`config.mk`:
```
export PLATFORM = sky130hd
export DESIGN_NAME = branch_sequencer_flat
export DESIGN_NICKNAME = d
export VERILOG_FILES = /design/src/rtl/branch_sequencer_if.sv /design/src/rtl/branch_sequencer.sv /design/src/flat_wrapper.sv
export SDC_FILE = /design/constraint.sdc
export NUM_CORES = 1
export LEC_CHECK = 0
export CORE_UTILIZATION = 56
export CTS_CLUSTER_SIZE = 20
export DETAILED_ROUTE_END_ITERATION = 8
export DONT_BUFFER_PORTS = 1
export PLACE_DENSITY = 0.78
export SLEW_MARGIN = 30
export SYNTH_ARGS = -nofsm -noshare
export SYNTH_HDL_FRONTEND = slang
export SYNTH_SLANG_ARGS = --single-unit
```
`constraint.sdc`:
```
create_clock -name clk -period 2.5 [get_ports clk]
set_input_delay 0.375 -clock clk [delete_from_list [all_inputs] [get_ports clk]]
set_output_delay 0.375 -clock clk [all_outputs]
set_load 0.01 [all_outputs]
```
`src/rtl/branch_sequencer_if.sv`:
```
// branch_sequencer_if
//   Groups the decode, execute, extender and front-end signals of the
//   branch sequencer into one bundle.
//
//   master : environment side (decode/execute/extender drive, front end reads)
//   slave  : branch_sequencer side
//
//   Signals
//     stall, instr_valid, branch, jump, instr_pc, offset, cond_true  -> sequencer
//     ext_data                                                       -> sequencer
//     ext_offset, ext_jump                                           <- sequencer (to extender)
//     pc, fetch_en, flush                                            <- sequencer (to front end)
//     branch_count, taken_count                                      <- sequencer (debug)

interface branch_sequencer_if #(
    parameter int ADDR_WIDTH       = 16,
    parameter int OFFSET_MAX_WIDTH = 12,
    parameter int CNT_WIDTH        = 8
);

    logic                        stall;
    logic                        instr_valid;
    logic                        branch;
    logic                        jump;
    logic [ADDR_WIDTH-1:0]       instr_pc;
    logic [OFFSET_MAX_WIDTH-1:0] offset;
    logic                        cond_true;
    logic [ADDR_WIDTH-1:0]       ext_data;

    logic [OFFSET_MAX_WIDTH-1:0] ext_offset;
    logic                        ext_jump;
    logic [ADDR_WIDTH-1:0]       pc;
    logic                        fetch_en;
    logic                        flush;
    logic [CNT_WIDTH-1:0]        branch_count;
    logic [CNT_WIDTH-1:0]        taken_count;

    modport master (
        output stall,
        output instr_valid,
        output branch,
        output jump,
        output instr_pc,
        output offset,
        output cond_true,
        output ext_data,
        input  ext_offset,
        input  ext_jump,
        input  pc,
        input  fetch_en,
        input  flush,
        input  branch_count,
        input  taken_count
    );

    modport slave (
        input  stall,
        input  instr_valid,
        input  branch,
        input  jump,
        input  instr_pc,
        input  offset,
        input  cond_true,
        input  ext_data,
        output ext_offset,
        output ext_jump,
        output pc,
        output fetch_en,
        output flush,
        output branch_count,
        output taken_count
    );

endinterface

```
`src/rtl/branch_sequencer.sv`:
```
// branch_sequencer
//   Owns the program counter of the 16-bit core and sequences PC-relative
//   control flow through the external sign-extend/shift unit. A branch or
//   jump accepted in RUN latches its offset and width select toward the
//   extender, then spends one RESOLVE cycle adding the extender result to
//   the instruction PC and, if taken, redirecting the PC with a flush pulse.
//   Saturating counters record resolved and taken control transfers.
//
//   Ports
//     clk  : system clock, rising edge
//     rst  : synchronous active-high reset
//     bus  : branch_sequencer_if.slave
//            decode/execute inputs, extender handshake, front-end pc,
//            fetch_en, flush and the two debug counters

module branch_sequencer #(
    parameter int ADDR_WIDTH       = 16,
    parameter int OFFSET_MAX_WIDTH = 12,
    parameter int OFFSET_MIN_WIDTH = 8,
    parameter int PC_INC           = 2,
    parameter int RESET_PC         = 0,
    parameter int CNT_WIDTH        = 8
) (
    input  logic                 clk,
    input  logic                 rst,
    branch_sequencer_if.slave    bus
);

    // The extender narrows to the branch field and widens to ADDR_WIDTH,
    // so the field widths must nest inside the address width.
    if (OFFSET_MIN_WIDTH > OFFSET_MAX_WIDTH || OFFSET_MAX_WIDTH >= ADDR_WIDTH) begin : g_bad_widths
        $error("branch_sequencer: offset widths must satisfy MIN <= MAX < ADDR_WIDTH");
    end

    localparam logic [ADDR_WIDTH-1:0] PC_STEP  = ADDR_WIDTH'(PC_INC);
    localparam logic [ADDR_WIDTH-1:0] PC_RESET = ADDR_WIDTH'(RESET_PC);

    typedef enum logic {
        RUN,
        RESOLVE
    } state_t;

    state_t                      state_q, state_d;
    logic [ADDR_WIDTH-1:0]       pc_q, pc_d;
    logic [OFFSET_MAX_WIDTH-1:0] ext_offset_q, ext_offset_d;
    logic                        ext_jump_q, ext_jump_d;
    logic [ADDR_WIDTH-1:0]       base_q, base_d;
    logic                        kind_q, kind_d;
    logic [CNT_WIDTH-1:0]        branch_count_q, branch_count_d;
    logic [CNT_WIDTH-1:0]        taken_count_q, taken_count_d;

    logic                        fetch_en;
    logic                        flush;
    logic                        taken;
    logic [ADDR_WIDTH-1:0]       target;
    logic                        accept;

    function automatic logic [CNT_WIDTH-1:0] sat_inc(input logic [CNT_WIDTH-1:0] v);
        return (v == '1) ? v : v + 1'b1;
    endfunction

    // Redirect target wraps modulo 2^ADDR_WIDTH; jumps are always taken.
    assign target = base_q + bus.ext_data;
    assign taken  = kind_q | bus.cond_true;
    assign accept = bus.instr_valid & (bus.branch | bus.jump);

    always_comb begin
        state_d        = state_q;
        pc_d           = pc_q;
        ext_offset_d   = ext_offset_q;
        ext_jump_d     = ext_jump_q;
        base_d         = base_q;
        kind_d         = kind_q;
        branch_count_d = branch_count_q;
        taken_count_d  = taken_count_q;
        fetch_en       = 1'b0;
        flush          = 1'b0;

        unique case (state_q)
            RUN: begin
                fetch_en = !bus.stall;
                if (!bus.stall) begin
                    pc_d = pc_q + PC_STEP;
                    if (accept) begin
                        // jump alone selects the wide field, so jump wins over branch
                        ext_offset_d = bus.offset;
                        ext_jump_d   = bus.jump;
                        base_d       = bus.instr_pc;
                        kind_d       = bus.jump;
                        state_d      = RESOLVE;
                    end
                end
            end

            RESOLVE: begin
                if (!bus.stall) begin
                    branch_count_d = sat_inc(branch_count_q);
                    if (taken) begin
                        flush         = 1'b1;
                        pc_d          = target;
                        taken_count_d = sat_inc(taken_count_q);
                    end
                    state_d = RUN;
                end
            end

            default: begin
                state_d = RUN;
            end
        endcase

        // Reset overrides the combinational outputs in the same cycle it is
        // asserted, so a RESOLVE interrupted by reset never flushes.
        if (rst) begin
            fetch_en = 1'b0;
            flush    = 1'b0;
        end
    end

    always_ff @(posedge clk) begin
        if (rst) begin
            state_q        <= RUN;
            pc_q           <= PC_RESET;
            ext_offset_q   <= '0;
            ext_jump_q     <= 1'b0;
            base_q         <= '0;
            kind_q         <= 1'b0;
            branch_count_q <= '0;
            taken_count_q  <= '0;
        end else begin
            state_q        <= state_d;
            pc_q           <= pc_d;
            ext_offset_q   <= ext_offset_d;
            ext_jump_q     <= ext_jump_d;
            base_q         <= base_d;
            kind_q         <= kind_d;
            branch_count_q <= branch_count_d;
            taken_count_q  <= taken_count_d;
        end
    end

    assign bus.pc           = pc_q;
    assign bus.ext_offset   = ext_offset_q;
    assign bus.ext_jump     = ext_jump_q;
    assign bus.fetch_en     = fetch_en;
    assign bus.flush        = flush;
    assign bus.branch_count = branch_count_q;
    assign bus.taken_count  = taken_count_q;

endmodule
```
`src/flat_wrapper.sv`:
```
// flat-port wrapper written by rule: the top's interface ports become plain ports
module branch_sequencer_flat 
#(
    parameter int ADDR_WIDTH       = 16,
    parameter int OFFSET_MAX_WIDTH = 12,
    parameter int OFFSET_MIN_WIDTH = 8,
    parameter int PC_INC           = 2,
    parameter int RESET_PC         = 0,
    parameter int CNT_WIDTH        = 8
)
  (clk, rst, bus_stall, bus_instr_valid, bus_branch, bus_jump, bus_instr_pc, bus_offset, bus_cond_true, bus_ext_data, bus_ext_offset, bus_ext_jump, bus_pc, bus_fetch_en, bus_flush, bus_branch_count, bus_taken_count);
  branch_sequencer_if #(.ADDR_WIDTH(ADDR_WIDTH), .OFFSET_MAX_WIDTH(OFFSET_MAX_WIDTH), .CNT_WIDTH(CNT_WIDTH)) bus_i ();
  input  logic clk;
  input  logic rst;
  input wire logic [$bits(bus_i.stall)-1:0] bus_stall;
  input wire logic [$bits(bus_i.instr_valid)-1:0] bus_instr_valid;
  input wire logic [$bits(bus_i.branch)-1:0] bus_branch;
  input wire logic [$bits(bus_i.jump)-1:0] bus_jump;
  input wire logic [$bits(bus_i.instr_pc)-1:0] bus_instr_pc;
  input wire logic [$bits(bus_i.offset)-1:0] bus_offset;
  input wire logic [$bits(bus_i.cond_true)-1:0] bus_cond_true;
  input wire logic [$bits(bus_i.ext_data)-1:0] bus_ext_data;
  output wire logic [$bits(bus_i.ext_offset)-1:0] bus_ext_offset;
  output wire logic [$bits(bus_i.ext_jump)-1:0] bus_ext_jump;
  output wire logic [$bits(bus_i.pc)-1:0] bus_pc;
  output wire logic [$bits(bus_i.fetch_en)-1:0] bus_fetch_en;
  output wire logic [$bits(bus_i.flush)-1:0] bus_flush;
  output wire logic [$bits(bus_i.branch_count)-1:0] bus_branch_count;
  output wire logic [$bits(bus_i.taken_count)-1:0] bus_taken_count;
  assign bus_i.stall = bus_stall;
  assign bus_i.instr_valid = bus_instr_valid;
  assign bus_i.branch = bus_branch;
  assign bus_i.jump = bus_jump;
  assign bus_i.instr_pc = bus_instr_pc;
  assign bus_i.offset = bus_offset;
  assign bus_i.cond_true = bus_cond_true;
  assign bus_i.ext_data = bus_ext_data;
  assign bus_ext_offset = bus_i.ext_offset;
  assign bus_ext_jump = bus_i.ext_jump;
  assign bus_pc = bus_i.pc;
  assign bus_fetch_en = bus_i.fetch_en;
  assign bus_flush = bus_i.flush;
  assign bus_branch_count = bus_i.branch_count;
  assign bus_taken_count = bus_i.taken_count;
  branch_sequencer #(.ADDR_WIDTH(ADDR_WIDTH), .OFFSET_MAX_WIDTH(OFFSET_MAX_WIDTH), .OFFSET_MIN_WIDTH(OFFSET_MIN_WIDTH), .PC_INC(PC_INC), .RESET_PC(RESET_PC), .CNT_WIDTH(CNT_WIDTH)) u_core (.clk(clk), .rst(rst), .bus(bus_i));
endmodule
```
==> results of run 1 <==
[metrics by stage]
step	instance area (µm²)	std cells	setup slack, ps	hold slack [ps]
finish	3640	494	183	113
global route	3640	494	60.5	87.2
CTS	3640	494	179	91.4
detailed placement	3430	478	121	444
global placement	3430	478	155	440
floorplan	3390	420	239	440
[state kept, by name, indices dropped and copies added (netlist names)]
name / count
u_core.state_q: 1
u_core.base_q: 16
u_core.bus.ext_jump: 1
u_core.bus.taken_count: 8
u_core.bus.pc: 16
u_core.bus.branch_count: 8
u_core.bus.ext_offset: 12
[path summary, 6_finish.rpt]
kind         cells past startpoint                           from                        endpoint  slack, ps
max reg2reg                      8  u_core.base_q[0]$_SDFFE_PP0P_  u_core.bus.pc[12]$_SDFFE_PP0P_        180
min                              1                            rst  u_core.bus.pc[11]$_SDFFE_PP0P_        110
max                              8  u_core.base_q[0]$_SDFFE_PP0P_  u_core.bus.pc[12]$_SDFFE_PP0P_        180
min reg2reg                      2  u_core.base_q[3]$_SDFFE_PP0P_   u_core.base_q[3]$_SDFFE_PP0P_        460
[final cells by class]
class / instances / area (µm²)
inverter: 5 / 18.8
clock inverter: 6 / 86.3
clock buffer: 10 / 128
timing repair buffer: 5 / 37.5
tap: 72 / 90.1
multi-input combinational: 334 / 2040
sequential: 62 / 1240
fill: 524 / 2030
[cells in the final DEF, fill, tap and decap left out, drive strengths merged, types with 4 or more instances in the layout]
| master | netlist | layout |
|---|---|---|
| dfxtp | 62 | 62 |
| nor2 | 38 | 38 |
| nand2 | 74 | 74 |
| and3 | 5 | 5 |
| o21a | 4 | 4 |
| nor3 | 8 | 8 |
| clkbuf | 13 | 10 |
| xor2 | 11 | 11 |
| xnor2 | 8 | 8 |
| a31oi | 4 | 4 |
| ha | 18 | 18 |
| a211oi | 5 | 5 |
| nand4 | 6 | 6 |
| a21o | 6 | 6 |
| buf | 6 | 5 |
| or3 | 8 | 8 |
| a21oi | 58 | 58 |
| a31o | 6 | 6 |
| inv | 5 | 5 |
| o21ai | 24 | 24 |
| nand3 | 9 | 9 |
[metal layers]
metal | routed length, µm | vias up | global-route usage, %
li1 | - | 1506 | -
met1 | 3400 | 1379 | 29.4
met2 | 3760 | 97 | 42.6
met3 | 617 | 10 | 9.60
met4 | 97 | 0 | 9.46
met5 | 0 | - | 0
[where the power goes]
part / internal, mW / switching (mW)
registers: 1.02 / 0.0359
clock network: 0.559 / 0.393
logic: 0.0925 / 0.133
total: 1.67 / 0.562
[kinds of logic after synthesis]
kind of cell	Yosys count	share of synthesized area, %
simple gates	164	22.9
compound gates	129	24.2
flops	62	36.6
buf+inv	24	3.21
xor+xnor	19	4.91
fa+ha+maj	19	7.23
mux	3	0.886
[worst max-delay path, cell delays in order (launching register included)]
cell and delay, ps:
dfxtp_1 320, ha_1 200, fa_1 430, a211oi_2 300, o21ai_1 140, a21oi_2 210
a21oi_1 100, or3_1 300, a31o_1 210
==> metrics.cfg, run 1 <==
[run_status]
status=finished, final reports clean

[logic_synthesis]
syn_inst=420
post-synth-top-count-cell=nand2_1
synthTopCellsByCount=nand2_1 (73), dfxtp_1 (62), a21oi_1 (57)
syn_avg_cell_area_um2=8.07
ys_seq_area_share_pct=36.6
syn-num-nets=490
synth_area_um2=3390
async_flop_share_pct=0
synth_area_leader_cell=dfxtp_1
ys.flop_type=dfxtp_1
ys_warn_count=0
synth_edf_count=0
netlist.area_leader.share_pct=36.6
ys_types=61
synth_area_leaders=dfxtp_1 (37%), a21oi_1 (8.4%), nand2_1 (8.1%), ha_1 (6.6%), nor2_1 (4.1%)
ys_seq_elements=62

[die]
ios=98
core_region_area_um2=5680
start_util_pct=59.7
std_cell_rows=27
die_h_um=79.8
die_area_um2=6370
die_x_um=79.8

[cells_and_area]
syn_to_final_growth_pct=7.49
drive_above_1_share_pct=9.00
nNetsFinal=487
utilization_pct=64.2
antenna_cells=0

[drt]
drc_errors=0
vias_per_cell=6.06
ant_nets=0
drt_iter0_drc=178
vias=2992
detail_route.wirelength_um=7870
firstDrtPassIters=5
avgRoutedWirePerCell_um=15.9

[clock_network]
clk_latency_ps=340
cts_tree=built
htree_levels=3
cts-root-buf=clkbuf_8
clockBufferDepth=2
cts_made_buffers=9
cts_setup_buffers=0
postCtsHoldBufs=0
clk_pin_slew_worst_paths_ps=70
cts_resized=0
cts.sinks=62

[sta]
setup_viol=0
post-route-period-util_pct=92.7
min_period_ps=2320
fmax_mhz=432
finClkSkew_ps=7.56
finalHoldViolations=0
worst_pin_slew_ps=568
max-slew-margin-rel_pct=62.2
grt_setup_unrepaired=no
drv_slew=0
fin_setup_tns_ps=0

[worst_hold_path]
min_path_type=primary input to flop

[grt]
grt_max_degree=69
grt_pass1_wl_um=12500
globalRouteOverflowTotal=0
antenna_found_initial=0
track_usage_pct=25.5
grt_pass1_vias=2729

[setup_path]
critPathMaxFanout=3
critPathKind=flop to flop
required_ps=2730
critPathLaunchType=flop
endpoint_kind=flop
crit_arrival_ps=2540

[power]
p_total_mw=2.23
ir_drop_uv=365
powerDensity_nw_per_um2=613
p_leak_nw=1.34

[place]
portBuffers=0
routabilityCongestion=0.835
place_hpwl_um=5740

[flow_run]
cap_violations=0

Power figures use the tool's default switching activity.
==> run 2, diff against run 1 <==
Settings changed: CAP_MARGIN from default to 20.
==> results of run 2 <==
Same layout as run 1: the final DEF is identical, and so are final timing and power.
